`src/rtl/mycpu_pkg.sv`:
```
// Shared datapath sizes and types for mycpu.
package mycpu_pkg;

  localparam int unsigned DW    = 16;
  localparam int unsigned NREGS = 8;
  localparam int unsigned AW    = $clog2(NREGS);

  typedef logic [DW-1:0] word_t;
  typedef logic [AW-1:0] reg_addr_t;

endpackage

```
`src/rtl/status_flags.sv`:
```
// Two-bit enable register holding the Z/N status flags; async active-low reset.
module status_flags (
  input  logic       clk,
  input  logic       rst_n,
  input  logic       en,
  input  logic [1:0] d,
  output logic [1:0] q
);

  logic [1:0] q_q;
  logic [1:0] q_d;

  always_comb begin
    q_d = q_q;
    if (en) q_d = d;
  end

  always_ff @(posedge clk or negedge rst_n) begin
    if (!rst_n) q_q <= 2'b00;
    else        q_q <= q_d;
  end

  assign q = q_q;

endmodule

```
`src/rtl/regfile_dp.sv`:
```
// Datapath register file with combinational A/B reads and registered Z/N flags.
// Optional same-cycle write forwarding to the read ports: RF_WRITE_BYPASS_EN.
module regfile_dp
  import mycpu_pkg::*;
(
  input  logic          clk,
  input  logic          rst_n,
  input  logic [DW-1:0] d_in,
  input  logic          z_in,
  input  logic          n_in,
  input  logic          wr_en,
  input  logic          flag_en,
  input  logic [AW-1:0] dsel,
  input  logic [AW-1:0] asel,
  input  logic [AW-1:0] bsel,
  input  logic          mb_sel,
  input  logic [DW-1:0] const_in,
  output logic [DW-1:0] a_out,
  output logic [DW-1:0] b_out,
  output logic          z_out,
  output logic          n_out
);

  word_t regs_q [NREGS];
  word_t regs_d [NREGS];
  logic [1:0] flags;

  always_comb begin
    regs_d = regs_q;
    if (wr_en) regs_d[dsel] = d_in;
  end

  always_ff @(posedge clk or negedge rst_n) begin
    if (!rst_n) begin
      for (int i = 0; i < NREGS; i++) regs_q[i] <= '0;
    end else begin
      regs_q <= regs_d;
    end
  end

  always_comb begin
    a_out = regs_q[asel];
    b_out = regs_q[bsel];
`ifdef RF_WRITE_BYPASS_EN
    if (wr_en && (dsel == asel)) a_out = d_in;
    if (wr_en && (dsel == bsel)) b_out = d_in;
`endif
    // Immediate wins over any register or forwarded value.
    if (mb_sel) b_out = const_in;
  end

  status_flags u_status_flags (
    .clk   (clk),
    .rst_n (rst_n),
    .en    (flag_en),
    .d     ({z_in, n_in}),
    .q     (flags)
  );

  assign z_out = flags[1];
  assign n_out = flags[0];

`ifndef SYNTHESIS
  a_dsel_known: assert property (@(posedge clk) disable iff (!rst_n)
    wr_en |-> !$isunknown(dsel));
`endif

endmodule

```
`config.mk`:
```
export PLATFORM = sky130hd
export DESIGN_NAME = regfile_dp
export DESIGN_NICKNAME = d
export VERILOG_FILES = /design/src/rtl/mycpu_pkg.sv /design/src/rtl/status_flags.sv /design/src/rtl/regfile_dp.sv
export SDC_FILE = /design/constraint.sdc
export NUM_CORES = 1
export LEC_CHECK = 0
export BUFFER_PORTS_ARGS = -buffer_cell sky130_fd_sc_hd__buf_4
export CAP_MARGIN = 15
export CORE_ASPECT_RATIO = 1.5
export CORE_UTILIZATION = 59
export DETAILED_ROUTE_END_ITERATION = 16
export PLACE_DENSITY_LB_ADDON = 0.2
export SETUP_SLACK_MARGIN = 0.2
export SYNTH_ARGS = -nofsm -noshare
export SYNTH_HDL_FRONTEND = slang
export SYNTH_SLANG_ARGS = --single-unit
```
`constraint.sdc`:
```
create_clock -name clk -period 1.4 [get_ports clk]
set_input_delay 0.14 -clock clk [delete_from_list [all_inputs] [get_ports clk]]
set_output_delay 0.14 -clock clk [all_outputs]
set_load 0.05 [all_outputs]
```
# After elaboration in Yosys (flattened, before gate mapping)
# Index checks and enable logic that the tools add are counted.
[totals] ff_bits=130 in_bits=48 out_inout_bits=34 word_cells=27
[op_classes] order_cmp=4 muxes=10 bitwise=3 reduce_logical=1
[ops] cell="$bwmux W128" count=1
[ops] cell="$bmux W16 S3" count=2
[ops] cell="$mux W16" count=6
[ops] cell="$demux W16 S3" count=1
[ops] cell="$ge A4 B4 Y1 const B" count=3
[ops] cell="$not A3 Y4" count=3
[ops] cell="$lt A4 B1 Y1 const B" count=1
[ops] cell="$logic_and A1 B1 Y1" count=1

# Logic depth before layout (Yosys ltp)
[logic_depth] ltp_word=6 ltp_mapped=5 ltp_nobuf=3

# Hierarchy
# From an unflattened synthesis, not the netlist that was laid out.
[unflattened] hier_cells=487 hier_area_um2=7211.9
[modules_own_cells] mod="regfile_dp" n_inst=1 cells_per_inst=483 area_per_inst_um2=7139.3 seq_area_each_um2=3203.1
[modules_own_cells] mod="status_flags" n_inst=1 cells_per_inst=4 area_per_inst_um2=72.6 seq_area_each_um2=50.0

# Worst setup path before layout
# No wires, ideal clock.
[synth_path] kind="input to output" startpoint="input port bsel[1]" endpoint="output port b_out[10]" t_arrival_ns=2.024 required_ns=1.260 setup_slack_ns=-0.764 stages=5 path_buffers=2 path_cell_list="nor2b_1 > clkbuf_1 > clkbuf_1 > a22o_1 > o31ai_1"
[synth_between] elab_chain_cells=5
[synth_lines] item="from (decl)" line_no="regfile_dp.sv:15" source="input logic [AW-1:0] bsel,"
[synth_lines] item="$not A3 Y4 (implied by the code)" line_no="regfile_dp.sv:43" source="b_out = regs_q[bsel];"
[synth_lines] item="$bmux W16 S3" line_no="regfile_dp.sv:43"
[synth_lines] item="$mux W16 (implied by the code) (2 in a row)" line_no="regfile_dp.sv:43"
[synth_lines] item="$mux W16" line_no="regfile_dp.sv:49" source="if (mb_sel) b_out = const_in;"
[synth_lines] item="to (decl)" line_no="regfile_dp.sv:19" source="output logic [DW-1:0] b_out,"
# Every way passes these cells. The select of a mux whose other input is x is not followed.

# Final worst setup path
[layout_path] startpoint="register regs_q[69] (netlist name)" endpoint="output port a_out[5]"
[layout_between] elab_chain_cells=3
[layout_lines] item="from (decl)" line_no="regfile_dp.sv:24" source="word_t regs_q [NREGS];"
[layout_lines] item="from (signal assigned)" line_no="regfile_dp.sv:37" source="regs_q <= regs_d;"
[layout_lines] item="$bmux W16 S3" line_no="regfile_dp.sv:42" source="a_out = regs_q[asel];"
[layout_lines] item="$mux W16 (implied by the code) (2 in a row)" line_no="regfile_dp.sv:42"
[layout_lines] item="to (decl)" line_no="regfile_dp.sv:18" source="output logic [DW-1:0] a_out,"
# Every way passes these cells. The select of a mux whose other input is x is not followed.

==> metrics.log <==
INFO  metric grt_overflow_total = 0
INFO  metric number_of_instances_on_the_worst_hold_path = 2
INFO  metric critical_path_peak_fanout = 2
INFO  metric antenna_found_initial = 0
INFO  metric slew_headroom = 70.8%
INFO  metric core_area = 12000 um2
INFO  metric rr_startpoint = regs_q[6]$_DFFE_PN0P_
INFO  metric worst-endpoint-required = 1.26 ns
INFO  metric r2r_slack = 0.33 ns
INFO  metric postSynthRegisterBits = 130
INFO  metric layout.nets = 741
INFO  metric tritoncts_clock_tree = built
INFO  metric setup_viol = 32
INFO  metric clk-insertion-delay-late = 0.42 ns
INFO  metric r2r_end = regs_q[6]$_DFFE_PN0P_
INFO  metric postSynthAreaPerCell = 14.8 um2
INFO  metric numCtsBuffers = 17
INFO  metric finalCritPeriodShare = 138%
INFO  metric crit_path_start = regs_q[69]$_DFFE_PN0P_
INFO  metric final_max_slew_viol_count = 0
INFO  metric worstPathArrival = 1.79 ns
INFO  metric crit_slowest_cell = sky130_fd_sc_hd__mux4_2
INFO  metric boundaryPins = 82
INFO  metric grt_first_pass_wirelength = 35.4 mm
INFO  metric initial_utilization = 60.3%
INFO  metric worst_slew_pin_slew = 0.437 ns
INFO  metric post_drt_wl_per_cell = 28.3 um
INFO  metric sequential_cell_area_fraction_in_the_yosys_report = 45.1%
INFO  metric hold_class = primary input to register
INFO  metric drt_wl_total = 24.3 mm
INFO  metric antenna_cells = 0
INFO  metric power_leakage = 4.83 nW
INFO  metric min_to = regs_q[82]$_DFFE_PN0P_
INFO  metric status = finished, violations left
INFO  metric holdWs = 0.00973 ns
INFO  metric failed_checks = setup timing
INFO  metric critPathLaunchType = register
INFO  metric cts_buffer_depth = 2
INFO  metric grt_pass1_vias = 6266
INFO  metric reg2reg_depth = 3
INFO  metric drcViolationCount = 0
INFO  metric synth-warning-count = 0
INFO  metric netlist-cell-type-count = 23
INFO  metric fmax = 0.518 GHz
INFO  metric layout_min_cycle_time = 1.93 ns
INFO  metric grtUsageTotal = 38.8%
INFO  metric numPortBuffers = 81
INFO  metric ant_nets = 0
INFO  metric netlist.top_cell.by_area = sky130_fd_sc_hd__dfrtp_1
INFO  metric timing.final.hold_violations = 0
INFO  metric gp_congestion = 0.813
INFO  metric place_inst = 796
INFO  metric cp.buffers_inverters = 1
INFO  metric critPathKind = register to output pin
INFO  metric postLayoutSetupSlackWorst = -0.529 ns
INFO  metric die-width = 92.3 um
INFO  metric nFillCells = 451
INFO  metric power.density = 1530 nW/um2
INFO  metric firstDrtPassIters = 4
INFO  metric cts.htree.levels = 4
INFO  metric cap_viol_max_count = 0
INFO  metric cts_root_buffer = sky130_fd_sc_hd__clkbuf_16
INFO  metric synth_top_cells_by_area = sky130_fd_sc_hd__dfrtp_1, sky130_fd_sc_hd__mux2_2, sky130_fd_sc_hd__mux4_1, sky130_fd_sc_hd__mux2i_1, sky130_fd_sc_hd__mux4_2
INFO  metric post_route_cells_drive_above_1_share = 72.1%
INFO  metric rsz0062_at_grt = true
INFO  metric path_delay_family = multiplexers
INFO  metric synth_fp_nets = 535
INFO  metric clk_pin_slew_worst_paths = 0.06 ns
INFO  metric peakVddDrop = 0.998 mV
INFO  metric cp_slowest_stage_delay = 0.50 ns
INFO  metric drt-initial-drc-count = 356
INFO  metric fp.dieArea = 12700 um2
INFO  metric grt_start_max_net_pins = 45
INFO  metric post_synthesis_cell_area = 7210 um2
INFO  metric crit_path_end_kind = output pin
INFO  metric die_h = 137 um
INFO  metric clock-skew-final = 0 ns
INFO  metric area_growth = 47.3%
INFO  metric hold_path.startpoint = d_in[2]
INFO  metric clock_sinks = 130
INFO  metric proportion_of_netlist_area_held_by_the_largest_area_contributor = 45.1%
INFO  metric drt-vias-per-instance = 6.57
INFO  metric total_via_count_in_the_routed_design = 5638
INFO  metric layout.cells.non_filler = 858
INFO  metric cells_traversed_along_the_worst_timing_path = mux4_2 > mux2_4 > buf_6
INFO  metric row_count = 49
INFO  metric syn_inst = 487
INFO  metric post-dp-hpwl = 12.8 mm
-- cells by family (layout without fill, tap and decap cells) --
group,Yosys count,in the layout,share of synthesized area [%]
and+or+nand+nor,30,30,3.12
buffers and inverters,37,255,3.36
muxes,242,242,43.4
AOI/OAI and AO/OA,48,48,5.00
DFF,130,130,45.1
-- cell usage after synthesis, drive strengths merged --
cell	count
a22o	16
buf	28
clkbuf	9
dfrtp	130
mux2	178
mux2i	32
mux4	32
nand2	18
nand2b	2
nand4	1
nand4b	3
nor2	1
nor2b	1
nor3	2
nor3b	2
o22ai	16
o31ai	16
-- layout by cell type (no fill, tap or decap), drive strengths merged, types with 3 or more instances in the layout --
| cell type | n |
|---|---|
| mux4 | 32 |
| mux2 | 178 |
| a22o | 16 |
| nand4b | 3 |
| bufinv | 5 |
| o31ai | 16 |
| nand2 | 18 |
| o22ai | 16 |
| clkbuf | 17 |
| dfrtp | 130 |
| buf | 220 |
| mux2i | 32 |
| clkinv | 6 |
| dlygate4sd3 | 4 |
-- power breakdown --
part	switching, mW	internal [mW]
combinational	2.69	3.38
sequential	0.664	4.59
clock	1.78	3.14
total	5.13	11.1
-- flip-flops by register name (all words and copies together) (netlist names) --
name              flops
regs_q              128
u_status_flags.q      2
-- through the flow --
step,instance area (um2),utilization [%],power [mW],worst slack [ns],TNS (ns)
2_1_floorplan,7790,-,8.38,-0.0654,-1.51
3_3_place_gp,9350,78.2,9.95,-0.180,-4.42
3_5_place_dp,9350,78.2,10.2,-0.218,-4.87
4_1_cts,10500,87.4,15.7,-0.495,-13.37
5_1_grt,10600,88.9,16.7,-0.548,-15.07
6_report,10600,88.9,16.2,-0.529,-14.24
-- routing by layer --
metal  up-vias  GRT usage [%]  routed length [um]
li1       2304              -                   -
met1      2942           43.9                8870
met2       298           67.7               12900
met3        94           7.40                1420
met4         0           23.8                1060
met5         -              0                   0
-- worst max-delay path by stage --
stage,endpoint,cells past startpoint
final,a_out[5],3
after global routing,a_out[5],3
after CTS,a_out[2],3
after detailed placement,b_out[7],6
after global placement,a_out[14],5
after floorplan,b_out[13],5
-- worst reg2reg max path, cell delays in order (launching register included) --
cell and delay, ns:
sky130_fd_sc_hd__dfrtp_1 0.41, sky130_fd_sc_hd__buf_4 0.15, sky130_fd_sc_hd__buf_4 0.13, sky130_fd_sc_hd__mux2_2 0.26
-- layout make-up --
type                    instances  area (um2)  area share (%)
clock buffers                  17         425            4.00
multi-input cells             320        4360            41.1
repair buffers                224        2180            20.5
clock inverters                14         211            1.99
well taps                     153         191            1.80
flip-flops and latches        130        3250            30.6
-- repair_timing --
item | CTS | global route
hold buffers | 4 | 0
resized for setup | 66 | 23
setup endpoints to repair | 32 | 32
setup buffers | 17 | 10
endpoints found under the hold margin | 28 | 0
pin swaps | 10 | 12
Note: power is estimated with default switching activity, not from simulation.
